[config.mk]
export PLATFORM = sky130hd
export DESIGN_NAME = game_mode_ctrl_flat
export DESIGN_NICKNAME = d
export VERILOG_FILES = /design/src/rtl/game_mode_ctrl_if.sv /design/src/rtl/game_mode_ctrl.sv /design/src/flat_wrapper.sv
export SDC_FILE = /design/constraint.sdc
export NUM_CORES = 1
export LEC_CHECK = 0
export CORE_MARGIN = 2
export CORE_UTILIZATION = 52
export DETAILED_ROUTE_END_ITERATION = 10
export PLACE_DENSITY_LB_ADDON = 0.2
export REMOVE_ABC_BUFFERS = 1
export SYNTH_ARGS = -nofsm -noshare
export SYNTH_HDL_FRONTEND = slang
export SYNTH_SLANG_ARGS = --single-unit
[constraint.sdc]
create_clock -name CLOCK_50 -period 2.3 [get_ports CLOCK_50]
set_input_delay 0.46 -clock CLOCK_50 [delete_from_list [all_inputs] [get_ports CLOCK_50]]
set_output_delay 0.46 -clock CLOCK_50 [all_outputs]
set_load 0.02 [all_outputs]
[src/rtl/game_mode_ctrl_if.sv]
// Key/switch and game-logic strobes into the mode sequencer, mode/level/7-seg status out of it.
// master = sequencer side, slave = the surrounding board logic that feeds it.
interface game_mode_ctrl_if #(
    parameter int LEVEL_W = 3
) ();
    logic               userquit;
    logic               keytobegin;
    logic               key_pause;
    logic               level_clear;
    logic               gameOver;
    logic               ingameOn;
    logic [3:0]         mode_code;
    logic [LEVEL_W-1:0] level;
    logic               win;
    logic               level_start;
    logic [6:0]         hex0holder;

    modport master (
        input  userquit, keytobegin, key_pause, level_clear, gameOver,
        output ingameOn, mode_code, level, win, level_start, hex0holder
    );

    modport slave (
        output userquit, keytobegin, key_pause, level_clear, gameOver,
        input  ingameOn, mode_code, level, win, level_start, hex0holder
    );
endinterface

[src/rtl/game_mode_ctrl.sv]
// Game-mode sequencer MENU->INGAME->ENDGAME->LEADERBOARD->MENU; optional PAUSE under GAME_MODE_PAUSE_EN.
// All outputs registered: they change one cycle after the causing key edge / pulse; no backpressure.
module game_mode_ctrl #(
    parameter int LEVEL_W      = 3,
    parameter int NUM_LEVELS   = 4,
    parameter int END_HOLD_CYC = 100_000_000,
    parameter int LB_HOLD_CYC  = 250_000_000,
    parameter int CNT_W        = 28
) (
    input  logic            CLOCK_50,
    input  logic            resetn,
    game_mode_ctrl_if.master bus
);

    typedef enum logic [2:0] {
        S_MENU   = 3'd0,
        S_INGAME = 3'd1,
        S_END    = 3'd2,
        S_LB     = 3'd3
`ifdef GAME_MODE_PAUSE_EN
        , S_PAUSE = 3'd4
`endif
    } state_t;

    state_t             state_q, state_nxt;
    logic [CNT_W-1:0]   cnt_q, cnt_nxt;
    logic [LEVEL_W-1:0] level_q, level_nxt;
    logic               win_q, win_nxt;
    logic               start_q, start_nxt;
    logic               ingame_q;
    logic [3:0]         mode_q;
    logic [6:0]         hex_q;
    logic               kb_q, kb_rise;
    logic               kp_q, kp_rise;

    assign kb_rise = bus.keytobegin & ~kb_q;
`ifdef GAME_MODE_PAUSE_EN
    assign kp_rise = bus.key_pause & ~kp_q;
`else
    logic unused_key_pause;
    assign unused_key_pause = bus.key_pause;
    assign kp_rise          = 1'b0;
`endif

    function automatic logic [3:0] mode_of(input state_t s);
        case (s)
            S_INGAME: mode_of = 4'b0011;
            S_END:    mode_of = 4'b0101;
            S_LB:     mode_of = 4'b1001;
`ifdef GAME_MODE_PAUSE_EN
            S_PAUSE:  mode_of = 4'b0110;
`endif
            default:  mode_of = 4'b0000;
        endcase
    endfunction

    // Active-low segments (g..a) for the mode digit 0..4.
    function automatic logic [6:0] hex_of(input state_t s);
        case (s)
            S_INGAME: hex_of = 7'b1111001;
            S_END:    hex_of = 7'b0100100;
            S_LB:     hex_of = 7'b0110000;
`ifdef GAME_MODE_PAUSE_EN
            S_PAUSE:  hex_of = 7'b0011001;
`endif
            default:  hex_of = 7'b1000000;
        endcase
    endfunction

    always_comb begin
        state_nxt = state_q;
        cnt_nxt   = cnt_q;
        level_nxt = level_q;
        win_nxt   = win_q;
        start_nxt = 1'b0;
        if (bus.userquit) begin
            state_nxt = S_MENU;
            cnt_nxt   = '0;
            level_nxt = '0;
            win_nxt   = 1'b0;
        end else begin
            case (state_q)
                S_MENU: begin
                    if (kb_rise) begin
                        state_nxt = S_INGAME;
                        cnt_nxt   = '0;
                        level_nxt = '0;
                        win_nxt   = 1'b0;
                        start_nxt = 1'b1;
                    end
                end
                S_INGAME: begin
                    // A loss reported together with a clear still counts as a loss.
                    if (bus.gameOver) begin
                        state_nxt = S_END;
                        cnt_nxt   = '0;
                        win_nxt   = 1'b0;
                    end else if (bus.level_clear) begin
                        if (level_q == LEVEL_W'(NUM_LEVELS - 1)) begin
                            state_nxt = S_END;
                            cnt_nxt   = '0;
                            win_nxt   = 1'b1;
                        end else begin
                            level_nxt = level_q + LEVEL_W'(1);
                            start_nxt = 1'b1;
                        end
                    end else if (kp_rise) begin
`ifdef GAME_MODE_PAUSE_EN
                        state_nxt = S_PAUSE;
                        cnt_nxt   = '0;
`endif
                    end
                end
                S_END: begin
                    if (cnt_q == CNT_W'(END_HOLD_CYC - 1)) begin
                        state_nxt = S_LB;
                        cnt_nxt   = '0;
                    end else begin
                        cnt_nxt = cnt_q + CNT_W'(1);
                    end
                end
                S_LB: begin
                    if (kb_rise || cnt_q == CNT_W'(LB_HOLD_CYC - 1)) begin
                        state_nxt = S_MENU;
                        cnt_nxt   = '0;
                    end else begin
                        cnt_nxt = cnt_q + CNT_W'(1);
                    end
                end
`ifdef GAME_MODE_PAUSE_EN
                S_PAUSE: begin
                    if (kp_rise) begin
                        state_nxt = S_INGAME;
                        cnt_nxt   = '0;
                    end
                end
`endif
                default: begin
                    state_nxt = S_MENU;
                    cnt_nxt   = '0;
                end
            endcase
        end
    end

    always_ff @(posedge CLOCK_50 or negedge resetn) begin
        if (!resetn) begin
            state_q  <= S_MENU;
            cnt_q    <= '0;
            kb_q     <= 1'b0;
            kp_q     <= 1'b0;
            level_q  <= '0;
            win_q    <= 1'b0;
            start_q  <= 1'b0;
            ingame_q <= 1'b0;
            mode_q   <= 4'b0000;
            hex_q    <= 7'b1000000;
        end else begin
            state_q  <= state_nxt;
            cnt_q    <= cnt_nxt;
            kb_q     <= bus.keytobegin;
            kp_q     <= bus.key_pause;
            level_q  <= level_nxt;
            win_q    <= win_nxt;
            start_q  <= start_nxt;
            ingame_q <= (state_nxt == S_INGAME);
            mode_q   <= mode_of(state_nxt);
            hex_q    <= hex_of(state_nxt);
        end
    end

    assign bus.ingameOn    = ingame_q;
    assign bus.mode_code   = mode_q;
    assign bus.level       = level_q;
    assign bus.win         = win_q;
    assign bus.level_start = start_q;
    assign bus.hex0holder  = hex_q;

endmodule

[src/flat_wrapper.sv]
// flat-port wrapper written by rule: the top's interface ports become plain ports
module game_mode_ctrl_flat 
#(
    parameter int LEVEL_W      = 3,
    parameter int NUM_LEVELS   = 4,
    parameter int END_HOLD_CYC = 100_000_000,
    parameter int LB_HOLD_CYC  = 250_000_000,
    parameter int CNT_W        = 28
)
  (CLOCK_50, resetn, bus_userquit, bus_keytobegin, bus_key_pause, bus_level_clear, bus_gameOver, bus_ingameOn, bus_mode_code, bus_level, bus_win, bus_level_start, bus_hex0holder);
  game_mode_ctrl_if #(.LEVEL_W(LEVEL_W)) bus_i ();
  input  logic CLOCK_50;
  input  logic resetn;
  input wire logic [$bits(bus_i.userquit)-1:0] bus_userquit;
  input wire logic [$bits(bus_i.keytobegin)-1:0] bus_keytobegin;
  input wire logic [$bits(bus_i.key_pause)-1:0] bus_key_pause;
  input wire logic [$bits(bus_i.level_clear)-1:0] bus_level_clear;
  input wire logic [$bits(bus_i.gameOver)-1:0] bus_gameOver;
  output wire logic [$bits(bus_i.ingameOn)-1:0] bus_ingameOn;
  output wire logic [$bits(bus_i.mode_code)-1:0] bus_mode_code;
  output wire logic [$bits(bus_i.level)-1:0] bus_level;
  output wire logic [$bits(bus_i.win)-1:0] bus_win;
  output wire logic [$bits(bus_i.level_start)-1:0] bus_level_start;
  output wire logic [$bits(bus_i.hex0holder)-1:0] bus_hex0holder;
  assign bus_i.userquit = bus_userquit;
  assign bus_i.keytobegin = bus_keytobegin;
  assign bus_i.key_pause = bus_key_pause;
  assign bus_i.level_clear = bus_level_clear;
  assign bus_i.gameOver = bus_gameOver;
  assign bus_ingameOn = bus_i.ingameOn;
  assign bus_mode_code = bus_i.mode_code;
  assign bus_level = bus_i.level;
  assign bus_win = bus_i.win;
  assign bus_level_start = bus_i.level_start;
  assign bus_hex0holder = bus_i.hex0holder;
  game_mode_ctrl #(.LEVEL_W(LEVEL_W), .NUM_LEVELS(NUM_LEVELS), .END_HOLD_CYC(END_HOLD_CYC), .LB_HOLD_CYC(LB_HOLD_CYC), .CNT_W(CNT_W)) u_core (.CLOCK_50(CLOCK_50), .resetn(resetn), .bus(bus_i));
endmodule
==> reports/metrics.csv, run 1 <==
metric;value;unit
outcome;completed;
final.setup_skew;0.00840;ns
ys.warnings.count;0;
final_cell_mix;42 x dfrtp_1, 41 x nand2_1, 27 x buf_4;
synthArstFlopShare;1.00;
start_util;0.544;
multi_input_area;1390;um2
io_pins;24;
cts.sinks;43;
rows;25;
layout_commonest_cell;dfrtp_1;
rsz0062_at_grt;false;
final_area;3150;um2
fmax;453;MHz
antenna_found_initial;0;
finalWirelength;5.94;mm
slowest_stage;or3b_2;
busiest_layer;met2;
grt_overflow;0;
relSlewSlack;0.626;
dpl.hpwl;4.32;mm
max_cap_violations;0;
cp_max_fo;6;
place.gp.congestion;0.853;
yosysSeqAreaShare;0.414;
hold_class;primary input to async pin;
clock_latency;0.29;ns
grt_use_met3;0.0375;
drt_iter0_drc;124;
antennaDiodeCount;0;
grtUsageTotal;0.237;
root_buffer;clkbuf_8;
critPathKind;register to register;
cts_setup_buffers;0;
synth.avg_cell_area;8.56;um2
fp.dieH;74.8;um
finalHoldViolCount;0;
grt_max_degree;44;
hold_slack;0.136;ns
instances_no_fill;407;
path_cells;or3b_2 > nor4_2 > buf_4 > o32ai_4 > buf_4 > or2_4 > a221o_1;
die_w;74.8;um
crit_top_cell;buf_4;
fillers;399;
ir_drop;0.376;mV
critPathLaunchType;register;
drc;0;
register_area;1080;um2
grt_use_met1;0.331;
synth_area;2600;um2
portBuffers;21;
core_area;4790;um2
path_clk_slew;0.08;ns
p_per_area;436;nW/um2
ys_ff_latch;43;
htree_num_levels;2;
synth_edf_count;0;
min_period;2.21;ns
drive_gt1_frac;0.153;
nets;350;
dp_cells;400;
grt_first_pass_wirelength;10.2;mm
drv_slew;0;
period_share;0.960;
cp_data_arrival_time;2.38;ns
cts_tree;done;
power.leakage;0.00136;uW
dieArea;5590;um2
syn_inst;304;
vias_per_cell;5.79;
drt-pass1-iter-count;4;
cts_made_buffers;5;
setup_violations;0;
drtAntennaViolNets;0;
cp-end-kind;register;
vias;2358;
max_stage_delay;0.52;ns
postPlaceCellArea;3060;um2
clockBufferDepth;2;
wire_per_inst;14.6;um
first_global_vias;2163;
synth_ff_type;dfrtp_1;
area.growth.synth_to_final;21.1;%
worst_pin_slew;0.561;ns
cp.required;2.48;ns
met2_usage;0.385;
yosysUniqueCellTypes;53;
[logic make-up (layout without fill, tap and decap cells)]
logic type,after synthesis,in the layout,synth area share
compound gates,76,76,0.205
fa+ha+maj,3,3,0.0144
buf+inv,35,70,0.0610
flops,43,43,0.414
mux,2,2,0.00817
other cells,1,2,0.00144
simple gates,144,144,0.296
[final timing paths]
check / from / to / slack (ns) / cells after the start
worst max-delay path: u_core.cnt_q[11]$_DFFE_PN0P_ / u_core.cnt_q[20]$_DFFE_PN0P_ / 0.09 / 7
worst min-delay path: resetn / u_core.bus.level[1]$_DFFE_PN0P_ / 0.14 / 2
worst max register to register: u_core.cnt_q[11]$_DFFE_PN0P_ / u_core.cnt_q[20]$_DFFE_PN0P_ / 0.09 / 7
worst min register to register: u_core.bus.win$_DFFE_PN0P_ / u_core.bus.win$_DFFE_PN0P_ / 0.52 / 2
max in group asynchronous: resetn / u_core.bus.hex0holder[6]$_DFF_PN1_ / 1.89 / 2
min in group CLOCK_50: u_core.bus.win$_DFFE_PN0P_ / u_core.bus.win$_DFFE_PN0P_ / 0.52 / 2
[synthesized netlist by cell type, drive strengths merged, types with 2 or more instances]
cell	count	area (um2)
nand2	41	154
dfrtp	42	1050
clkbuf	13	48.8
or4	2	18.8
buf	10	65.1
nand3	17	85.1
or2	2	15.0
and2	4	25.0
nor4	6	65.1
and3	10	62.6
inv	12	45.0
and4	3	26.3
ha	3	37.5
a21oi	6	30.0
a22oi	6	45.0
nor3	7	40.0
o22ai	4	25.0
nor2	25	93.8
or3	8	50.1
o211a	2	20.0
nand4	7	43.8
o21ai	21	105
nor2b	3	18.8
o21bai	4	30.0
nand3b	2	15.0
a221o	3	30.0
o21a	2	15.0
nand2b	2	12.5
o221ai	4	35.0
o211ai	17	128
[per-layer routing]
| layer | vias up | wire length [um] |
|---|---|---|
| li1 | 1184 | - |
| met1 | 1125 | 2780 |
| met2 | 45 | 2880 |
| met3 | 4 | 252 |
| met4 | 0 | 26 |
| met5 | - | 0 |
[where the power goes]
| group | leakage [uW] | switching, uW | internal [uW] | total [uW] |
|---|---|---|---|---|
| registers | 0.000589 | 15.0 | 769 | 784 |
| logic | 0.000726 | 64.6 | 49.3 | 114 |
| clock network | 0.0000470 | 241 | 236 | 477 |
[flip-flops by register name, indices dropped and copies added (netlist names)]
| register | cells |
|---|---|
| u_core.cnt_q | 28 |
| u_core.bus.mode_code | 4 |
| u_core.bus.level | 3 |
| u_core.state_q | 3 |
| u_core.bus.hex0holder | 2 |
| u_core.bus.level_start | 1 |
| u_core.bus.win | 1 |
| u_core.kb_q | 1 |
[per-stage QoR]
step	setup WS [ns]	total power [uW]	setup TNS, ns	utilization
2_1_floorplan	-0.317	840	-4.41	-
3_3_place_gp	-0.172	911	-1.87	0.640
3_5_place_dp	-0.204	914	-2.18	0.640
4_1_cts	0.0684	1400	0	0.659
5_1_grt	0.00332	1440	0	0.659
6_report	0.0931	1370	0	0.659
[what timing repair did]
action | in CTS | in global routing
endpoints found under the setup margin | 12 | 0
hold buffers | 0 | 0
gates resized for setup | 1 | 0
[worst max-delay path, delay by kind of cell, from the launching register on]
family | cells | cell delay [ns]
flops | 1 | 0.37
buf+inv | 2 | 0.37
simple gates | 3 | 0.95
compound gates | 2 | 0.41
[cell type report]
class                      count  area share
tap                           67      0.0266
clock inverter                 1     0.00159
multi-input combinational    227       0.441
clock buffer                   6      0.0262
inverter                      12      0.0143
sequential                    43       0.342
timing repair buffer          51       0.148
No activity file was read; power rests on OpenSTA's default activity.
==> inputs of run 2 (changes only) <==
--- a/config.mk
+++ b/config.mk
@@ -8,6 +8,7 @@
 export CORE_MARGIN = 2
 export CORE_UTILIZATION = 52
 export DETAILED_ROUTE_END_ITERATION = 10
+export MAX_ROUTING_LAYER = met4
 export PLACE_DENSITY_LB_ADDON = 0.2
 export REMOVE_ABC_BUFFERS = 1
 export SYNTH_ARGS = -nofsm -noshare
==> reports/metrics.csv, run 2 (synthesized netlist as in run 1, its figures left out) <==
metric;value;unit;change
htree_num_levels;2;;unchanged
crit_top_cell;buf_4;;unchanged
grt_max_degree;44;;unchanged
cts_made_buffers;5;;unchanged
cts_tree;done;;unchanged
grt_overflow;0;;unchanged
antenna_found_initial;0;;unchanged
p_per_area;436;nW/um2;about the same
cp-end-kind;register;;unchanged
slowest_stage;or3b_2;;unchanged
rsz0062_at_grt;false;;unchanged
portBuffers;21;;unchanged
area.growth.synth_to_final;21.1;%;unchanged
fillers;399;;unchanged
critical-path-top-delay-family;simple AND/OR/NAND/NOR gates;;unchanged
fp.dieH;74.8;um;unchanged
final_cell_mix;42 x dfrtp_1, 41 x nand2_1, 27 x buf_4;;unchanged
nets;350;;unchanged
finalWirelength;5.95;mm;was 5.94 mm
drv_slew;0;;unchanged
postPlaceCellArea;3060;um2;unchanged
fin_setup_tns;0;ns;unchanged
drtAntennaViolNets;0;;unchanged
cp.required;2.47;ns;was 2.48 ns
final_area;3150;um2;unchanged
cts_resized;1;;unchanged
grt_first_pass_wirelength;10.2;mm;about the same
cts.sinks;43;;unchanged
finalHoldViolCount;0;;unchanged
drc;0;;unchanged
dpl.hpwl;4.32;mm;unchanged
cts_setup_buffers;0;;unchanged
holdBufCountCts;0;;unchanged
drt_iter0_drc;122;;was 124
critPathKind;register to register;;unchanged
instances_no_fill;407;;unchanged
max_cap_violations;0;;unchanged
io_pins;24;;unchanged
drt-pass1-iter-count;4;;unchanged
antennaDiodeCount;0;;unchanged
crit_buf_inv;2;;unchanged
largest_reg_flops;28;;unchanged
final.setup_skew;0.00861;ns;was 0.00840 ns
path_cells;or3b_2 > nor4_2 > buf_4 > o32ai_4 > buf_4 > or2_4 > a221o_1;;unchanged
hold_class;primary input to async pin;;unchanged
fin_ws;0.0910;ns;was 0.0931 ns
fmax;453;MHz;about the same
worst_pin_slew;0.559;ns;was 0.561 ns
power.leakage;0.00136;uW;unchanged
dp_cells;400;;unchanged
grtUsageTotal;0.245;;was 0.237
clock_latency;0.29;ns;about the same
min_period;2.21;ns;about the same
max_stage_delay;0.52;ns;about the same
first_global_vias;2161;;was 2,163
setup_violations;0;;unchanged
largest_register;u_core.cnt_q;;unchanged
ff2ff_setup_slack;0.09;ns;about the same
vias;2371;;was 2,358
cp_data_arrival_time;2.38;ns;about the same
root_buffer;clkbuf_8;;unchanged
wire_per_inst;14.6;um;about the same
vias_per_cell;5.83;;was 5.79
ir_drop;0.376;mV;about the same
drive_gt1_frac;0.153;;unchanged
layout_commonest_cell;dfrtp_1;;unchanged
period_share;0.960;;about the same
path_clk_slew;0.08;ns;about the same
place.gp.congestion;0.866;;was 0.853
cp_max_fo;6;;unchanged
clockBufferDepth;2;;unchanged
post-place-ws;-0.204;ns;unchanged
outcome;completed;;unchanged
core_area;4790;um2;unchanged
dieArea;5590;um2;unchanged
die_w;74.8;um;unchanged
critPathLaunchType;register;;unchanged
rows;25;;unchanged
start_util;0.544;;unchanged
relSlewSlack;0.627;;was 0.626
-- run 2: final timing paths --
kind / to / depth (start not counted) / from
max reg2reg: u_core.cnt_q[20]$_DFFE_PN0P_ / 7 / u_core.cnt_q[11]$_DFFE_PN0P_
min: u_core.bus.level[1]$_DFFE_PN0P_ / 2 / resetn
max in group asynchronous: u_core.bus.hex0holder[6]$_DFF_PN1_ / 2 / resetn
max: u_core.cnt_q[20]$_DFFE_PN0P_ / 7 / u_core.cnt_q[11]$_DFFE_PN0P_
min in group CLOCK_50: u_core.bus.win$_DFFE_PN0P_ / 2 / u_core.bus.win$_DFFE_PN0P_
min reg2reg: u_core.bus.win$_DFFE_PN0P_ / 2 / u_core.bus.win$_DFFE_PN0P_
-- run 2: per-stage QoR --
step | power [uW] | hold slack [ns] | util
after floorplan | 840 | 0.164 | -
after global placement | 911 | 0.454 | 0.640
after detailed placement | 914 | 0.454 | 0.640
after CTS | 1400 | 0.142 | 0.659
after global routing | 1440 | 0.156 | 0.659
final | 1370 | 0.138 | 0.659
-- run 2: routing by layer --
layer,share of wire,global-route usage,wire (um)
met1,0.47,0.332,2790
met2,0.48,0.385,2850
met3,0.046,0.0375,271
met4,0.0074,0.0635,44
met5,0,-,0
-- run 2: layout make-up --
type / count / area [um2] / share of cell area
tap: 67 / 83.8 / 0.0266
clock inverter: 1 / 5.00 / 0.00159
inverter: 12 / 45.0 / 0.0143
clock buffer: 6 / 82.6 / 0.0262
multi-input combinational: 227 / 1390 / 0.441
sequential: 43 / 1080 / 0.342
timing repair buffer: 51 / 468 / 0.148
-- run 2: worst register-to-register path, delay by kind of cell, from the launching register on --
kind	cells	cell delay [ns]
flops	1	0.37
buf+inv	2	0.37
simple gates	3	0.95
compound gates	2	0.41
-- run 2: power breakdown --
group | internal (uW) | switching [uW] | leakage (uW)
clock network | 236 | 240 | 0.0000470
registers | 769 | 15.0 | 0.000589
logic | 49.3 | 64.6 | 0.000726
total | 1050 | 320 | 0.00136
